<file path="config.mk">
export PLATFORM = sky130hd
export DESIGN_NAME = sha1_msg_padder
export DESIGN_NICKNAME = d
export VERILOG_FILES = /design/src/rtl/sha1_msg_padder.sv
export SDC_FILE = /design/constraint.sdc
export NUM_CORES = 1
export LEC_CHECK = 0
export BUFFER_PORTS_ARGS = -buffer_cell sky130_fd_sc_hd__clkbuf_2
export CORE_ASPECT_RATIO = 1.75
export CORE_MARGIN = 10
export CORE_UTILIZATION = 50
export CTS_BUF_LIST = sky130_fd_sc_hd__clkbuf_4
export DETAILED_ROUTE_END_ITERATION = 8
export PLACE_DENSITY = 0.8
export SKIP_LAST_GASP = 1
export SLEW_MARGIN = 20
export SYNTH_ARGS = -nofsm -noshare
export SYNTH_HDL_FRONTEND = slang
export SYNTH_SLANG_ARGS = --single-unit
export TNS_END_PERCENT = 5
</file>
<file path="constraint.sdc">
create_clock -name i_clk -period 12.5 [get_ports i_clk]
set_clock_uncertainty 0.05 [all_clocks]
set_input_delay 3.75 -clock i_clk [delete_from_list [all_inputs] [get_ports i_clk]]
set_output_delay 3.75 -clock i_clk [all_outputs]
set_load 0.05 [all_outputs]
</file>
<file path="src/rtl/sha1_msg_padder.sv">
// SHA-1 message padder: passes the AXIS message through and appends 0x80, zero fill
// and the 64-bit big-endian bit length so the output is a whole number of 512-bit blocks.
module sha1_msg_padder #(
    parameter int WIDTH     = 32,
    parameter int BLK_WORDS = 16,
    parameter int CNT_W     = 61
) (
    input  logic             i_clk,
    input  logic             i_rst,
    input  logic             tvalid_s,
    input  logic [WIDTH-1:0] tdata_s,
    input  logic [3:0]       tkeep_s,
    input  logic             tlast_s,
    output logic             tready_s,
    output logic             tvalid_m,
    output logic [WIDTH-1:0] tdata_m,
    output logic             tlast_m,
    input  logic             tready_m,
    output logic             o_busy
);

    typedef enum logic [2:0] {
        S_DATA,
        S_PAD80,
        S_ZERO,
        S_LEN_HI,
        S_LEN_LO
    } state_t;

    // Last pad/zero word must be the one at this index so the length lands at 14/15.
    localparam logic [3:0] IDX_PRE_LEN = 4'(BLK_WORDS - 3);

    state_t           state, state_nxt;
    logic [3:0]       word_idx;
    logic [CNT_W-1:0] byte_cnt, byte_cnt_nxt;
    logic [2:0]       keep_cnt;
    logic [63:0]      bit_len;
    logic             in_hs;
    logic             out_hs;

    assign keep_cnt = {2'b00, tkeep_s[3]} + {2'b00, tkeep_s[2]}
                    + {2'b00, tkeep_s[1]} + {2'b00, tkeep_s[0]};
    assign bit_len  = 64'({byte_cnt, 3'b000});
    assign in_hs    = (state == S_DATA) && tvalid_s && tready_m && !i_rst;
    assign out_hs   = tvalid_m && tready_m;

    always_comb begin
        state_nxt    = state;
        byte_cnt_nxt = byte_cnt;
        tready_s     = 1'b0;
        tvalid_m     = 1'b0;
        tdata_m      = '0;
        tlast_m      = 1'b0;
        unique case (state)
            S_DATA: begin
                tready_s = tready_m;
                tvalid_m = tvalid_s;
                tdata_m  = tdata_s;
                if (tlast_s) begin
                    case (keep_cnt)
                        3'd0:    tvalid_m = 1'b0;
                        3'd1:    tdata_m  = {tdata_s[31:24], 8'h80, 16'h0000};
                        3'd2:    tdata_m  = {tdata_s[31:16], 8'h80, 8'h00};
                        3'd3:    tdata_m  = {tdata_s[31:8], 8'h80};
                        default: tdata_m  = tdata_s;
                    endcase
                end
                if (tvalid_s && tready_m) begin
                    if (!tlast_s) begin
                        byte_cnt_nxt = byte_cnt + CNT_W'(4);
                    end else begin
                        byte_cnt_nxt = byte_cnt + CNT_W'(keep_cnt);
                        if (keep_cnt == 3'd0 || keep_cnt == 3'd4)
                            state_nxt = S_PAD80;
                        else if (word_idx == IDX_PRE_LEN)
                            state_nxt = S_LEN_HI;
                        else
                            state_nxt = S_ZERO;
                    end
                end
            end
            S_PAD80: begin
                tvalid_m = 1'b1;
                tdata_m  = 32'h8000_0000;
                if (tready_m)
                    state_nxt = (word_idx == IDX_PRE_LEN) ? S_LEN_HI : S_ZERO;
            end
            S_ZERO: begin
                tvalid_m = 1'b1;
                if (tready_m && word_idx == IDX_PRE_LEN)
                    state_nxt = S_LEN_HI;
            end
            S_LEN_HI: begin
                tvalid_m = 1'b1;
                tdata_m  = bit_len[63:32];
                if (tready_m)
                    state_nxt = S_LEN_LO;
            end
            S_LEN_LO: begin
                tvalid_m = 1'b1;
                tdata_m  = bit_len[31:0];
                tlast_m  = 1'b1;
                if (tready_m) begin
                    state_nxt    = S_DATA;
                    byte_cnt_nxt = '0;
                end
            end
            default: state_nxt = S_DATA;
        endcase
        if (i_rst) begin
            tready_s = 1'b0;
            tvalid_m = 1'b0;
            tlast_m  = 1'b0;
        end
    end

    always_ff @(posedge i_clk) begin
        if (i_rst) begin
            state    <= S_DATA;
            word_idx <= '0;
            byte_cnt <= '0;
            o_busy   <= 1'b0;
        end else begin
            state    <= state_nxt;
            byte_cnt <= byte_cnt_nxt;
            if (out_hs)
                word_idx <= (state == S_LEN_LO) ? 4'd0 : word_idx + 4'd1;
            if (in_hs)
                o_busy <= 1'b1;
            else if (state == S_LEN_LO && tready_m)
                o_busy <= 1'b0;
        end
    end

endmodule

</file>
## Yosys cells after proc, flatten, opt, wreduce, memory -nomap -nowiden

Cells that the tools add are included.

- Input port bits: 41
- Register bits: 69
- Output and inout bits: 36
- Word-level logic and storage cells: 68

- Reductions and logical operators: 16
- $add $sub $neg: 6
- Equal/unequal tests: 15
- Muxes and demuxes: 27

Operator list:

| cell | number |
|---|---|
| 2-to-1 mux 61 bit | 3 |
| case mux 32 bit (4 select lines) | 1 |
| case mux 61 bit (2 select lines) | 1 |
| case mux 24 bit (3 select lines) | 1 |
| adder 61 x 3 -> 61 bit | 1 |
| adder 61 x 3 -> 61 bit, second input constant | 1 |
| 2-to-1 mux 24 bit | 1 |
| 2-to-1 mux 3 bit | 6 |
| case mux 3 bit (5 select lines) | 1 |
| == test 3 x 2 -> 1 bit, second input constant | 4 |
| 2-to-1 mux 1 bit | 10 |
| inequality test 2 bit, second input constant | 5 |
| logical AND 1 bit | 7 |
| == test 3 x 1 -> 1 bit, second input constant | 2 |
| == test 3 bit, second input constant | 2 |
| logical NOT 3 bit | 2 |
| AND reduction 6 bit | 1 |
| adder 4 x 1 -> 4 bit, second input constant | 1 |
| == test 4 bit, second input constant | 1 |
| 2-to-1 mux 4 bit | 1 |
| nonzero test 2 bit | 2 |
| OR reduction 4 bit | 1 |
| adder 2 x 1 -> 3 bit | 1 |
| adder 3 x 1 -> 3 bit | 1 |
| 7 further kinds | 7 |

## Depth between registers and ports, before layout

- Word-level depth: 9
- Gate-level depth with buffers: 12
- Depth with buffers taken out: 10

## Least setup slack after synthesis

OpenSTA, ideal clock, no wires.

- Kind: input port to output port
- From: in tkeep_s[0]
- To: out tdata_m[7]
- Path buffers: 0
- Data arrival time: 6.304 ns
- Cell stages on the path: 8
- Data required time: 8.700 ns
- Setup slack: 2.396 ns
- Cell sequence: fa_1 ha_1 ha_1 nor2_1 o21ai_0 o21ai_0 a22oi_1 o21ai_0

- Word-level cells in the longest chain between the ends: 5
- Elaborated cells on any way between the ends: 7
- Those cells by class: add/sub (1); eq/ne (3); mux (3)

RTL lines:

| item | RTL line | source |
|---|---|---|
| start: declaration | 12 | `input logic [3:0] tkeep_s,` |
| adder 3 x 1 -> 3 bit (*) | 42 | `+ {2'b00, tkeep_s[1]} + {2'b00, tkeep_s[0]};` |
| == test 3 x 2 -> 1 bit / == test 3 x 1 -> 1 bit (equally long branches) | 60 | `case (keep_cnt)` |
| case mux 24 bit (3 select lines) (*) | 60 |  |
| 2-to-1 mux 24 bit (*) | 59 | `if (tlast_s) begin` |
| case mux 32 bit (4 select lines) (*) | 54 | `unique case (state)` |
| end: declaration | 16 | `output logic [WIDTH-1:0] tdata_m,` |

Mark *: on every way between the ends. The rest lies on a longest branch, timed or not.

## Final worst setup path

- From: in tkeep_s[0]
- To: out tdata_m[5]

The elaborated chain is that of the path after synthesis.

==> impl_metrics.tcl <==
set metrics [dict create \
    status "complete, no violations" \
    synth_top_area_cell "dfxtp_1" \
    finalSetupViolations 0 \
    synth_area_leaders "dfxtp_1 31%, a21oi_1 6.2%, or4_1 4.2%" \
    hp-class "flop to flop" \
    worstSetupPathType "input pin to output port" \
    slew_headroom 0.269 \
    core_sq_um 8670 \
    tns_ps 0 \
    avgSynthCellArea_sq_um 7.78 \
    place_hpwl_microns 10800 \
    dieWidth_microns 91.3 \
    synth-async-reset-ratio 0 \
    worstHoldStart "o_busy$_SDFFE_PP0P_" \
    cts_sinks 69 \
    initial_core_util 0.513 \
    antenna_found_initial 1 \
    period_share 0.806 \
    synth_edf_count 0 \
    leakagePower_uw 0.00172 \
    max_cap_violations 0 \
    reg2reg_depth 8 \
    wl_per_cell_microns 20.0 \
    startpoint "tkeep_s[0]" \
    h-tree-depth 3 \
    die_area_sq_um 13200 \
    viasPerCell 6.84 \
    fmax_mhz 99.2 \
    arrival_ps 6280 \
    cts_root_buf "clkbuf_4" \
    vias 5119 \
    synthDistinctLibCells 56 \
    cts_tree "done" \
    synth_area_sq_um 4450 \
    clockBufferDepth 2 \
    tightest_slew_ps 1090 \
    finalHoldViolations 0 \
    synth_nets 623 \
    regToRegSetupSlack_ps 8880 \
    fin_nets 676 \
    dr.first_iter.drc_count 588 \
    synth_warnings 0 \
    netlist.area_leader.share 0.310 \
    rsz0062_at_grt "false" \
    num_rows 45 \
    gp_congestion 0.971 \
    drive_gt1_frac 0.159 \
    design_area_sq_um 4990 \
    pin_count 77 \
    track_usage 0.216 \
    post-cts-setup-buffer-count 0 \
    required_ps 8700 \
    drc 0 \
    ant_nets 0 \
    worstHoldEndpoint "o_busy$_SDFFE_PP0P_" \
    period_minus_slack_ps 10080 \
    dpl_cell_area_sq_um 4840 \
    drt-pass1-iter-count 9 \
    drv_slew 0 \
    hold_depth 1 \
    ys_seq_area_frac 0.310 \
    p_per_area_nw_per_um2 105 \
    r2r_start "byte_cnt[0]$_SDFFE_PP0P_" \
    syn_to_final_growth_pct 12.2 \
    cp-start-kind "input pin" \
    clk_pin_slew_ps 120 \
    syn_inst 572 \
    peakVddDrop_uv 50.6 \
    grt_max_degree 59 \
    ys_ff_latch 69 \
    first_global_vias 4647 \
    ctsHoldBuffers 0 \
    final_util 0.576 \
    fp.dieH_microns 145 \
    r2r-end "byte_cnt[22]$_SDFFE_PP0P_" \
    portBuffers 76 \
    overflow 0 \
    end_kind "output port" \
    grt_pass1_wl_microns 23500 \
    wl_microns 15000 \
    synthFlopType "dfxtp_1" \
    clock_latency_ps 460 \
    post_cts_resize_count 0 \
    cts_buffers 9 \
    crit_fanout 7 \
]
-- layer usage --
| layer | global-route usage | vias up | routed length (microns) |
|---|---|---|---|
| li1 | - | 2315 | - |
| met1 | 0.235 | 2433 | 5440 |
| met2 | 0.393 | 318 | 7800 |
| met3 | 0.0397 | 53 | 1180 |
| met4 | 0.107 | 0 | 541 |
| met5 | 0 | - | 0 |
-- worst max-delay path: stages --
cell and delay (ps):
clkbuf_2 90, fa_1 500, ha_1 200, ha_1 390, nor2_1 260, nor2_1 70, nor2_1 440, a222oi_1 170
inv_1 120, clkbuf_2 280
-- per-stage QoR --
stage          hold WS, ps  setup WS (ps)  power (uW)  cells
2_1_floorplan          401           2400         326    572
3_3_place_gp           411           2560         360    731
3_5_place_dp           414           2470         362    731
4_1_cts                445           2460         520    747
5_1_grt                483           2320         537    748
6_report               438           2420         523    748
-- Yosys cell counts (10+ instances only) --
| library cell | n |
|---|---|
| dfxtp_1 | 69 |
| a21oi_1 | 55 |
| nor2_1 | 44 |
| nand2_1 | 41 |
| inv_1 | 34 |
| clkbuf_1 | 26 |
| o21ai_0 | 25 |
| or4_1 | 25 |
| nand3_1 | 22 |
| nand4_1 | 22 |
| o31ai_1 | 22 |
| a222oi_1 | 18 |
| o41ai_1 | 14 |
| nor3_1 | 11 |
| or3_1 | 11 |
| nand4b_1 | 10 |
| xnor2_1 | 10 |
-- logic make-up after synthesis --
logic type / count (synthesis) / synth area share
flip-flops: 69 / 0.310
buffers and inverters: 72 / 0.0669
AND/OR/NAND/NOR: 233 / 0.297
XOR/XNOR: 16 / 0.0315
AO/OA/AOI/OAI: 171 / 0.261
adder cells (fa/ha/maj): 10 / 0.0315
multiplexers: 1 / 0.00225
-- registers in the layout (all words and copies together), names as in the netlist --
name / count
state: 3
byte_cnt: 61
word_idx: 4
o_busy: 1
-- layout make-up --
class,count,area (sq um)
multi-input combinational,431,2780
tap,117,146
clock inverter,7,80.1
inverter,34,128
clock buffer,9,67.6
antenna,1,2.50
fill,850,3680
sequential,69,1380
timing repair buffer,80,410
-- how the worst max path moves through the flow --
| stage | endpoint | slack, ps | cells past startpoint |
|---|---|---|---|
| finish | tdata_m[5] | 2420 | 10 |
| floorplan | tdata_m[7] | 2400 | 8 |
| CTS | tdata_m[6] | 2460 | 10 |
| detailed placement | tdata_m[6] | 2470 | 10 |
| global placement | tdata_m[6] | 2560 | 10 |
| global route | tdata_m[4] | 2320 | 10 |
-- cell usage in the layout (no fill, tap or decap), types with 14 or more instances in the layout --
cell type and count:
clkbuf_2 76, dfxtp_1 69, a21oi_1 55, nor2_1 44
nand2_1 41, inv_1 34, o21ai_0 25, or4_1 25
nand3_1 22, nand4_1 22, o31ai_1 22, a222oi_1 18
o41ai_1 14
-- power breakdown --
group	internal [uW]	total, uW	switching (uW)
clock	78.1	165	86.4
sequential	222	225	3.40
combinational	35.0	133	98.2
total	335	523	188
No activity file was read; power rests on OpenSTA's default activity.
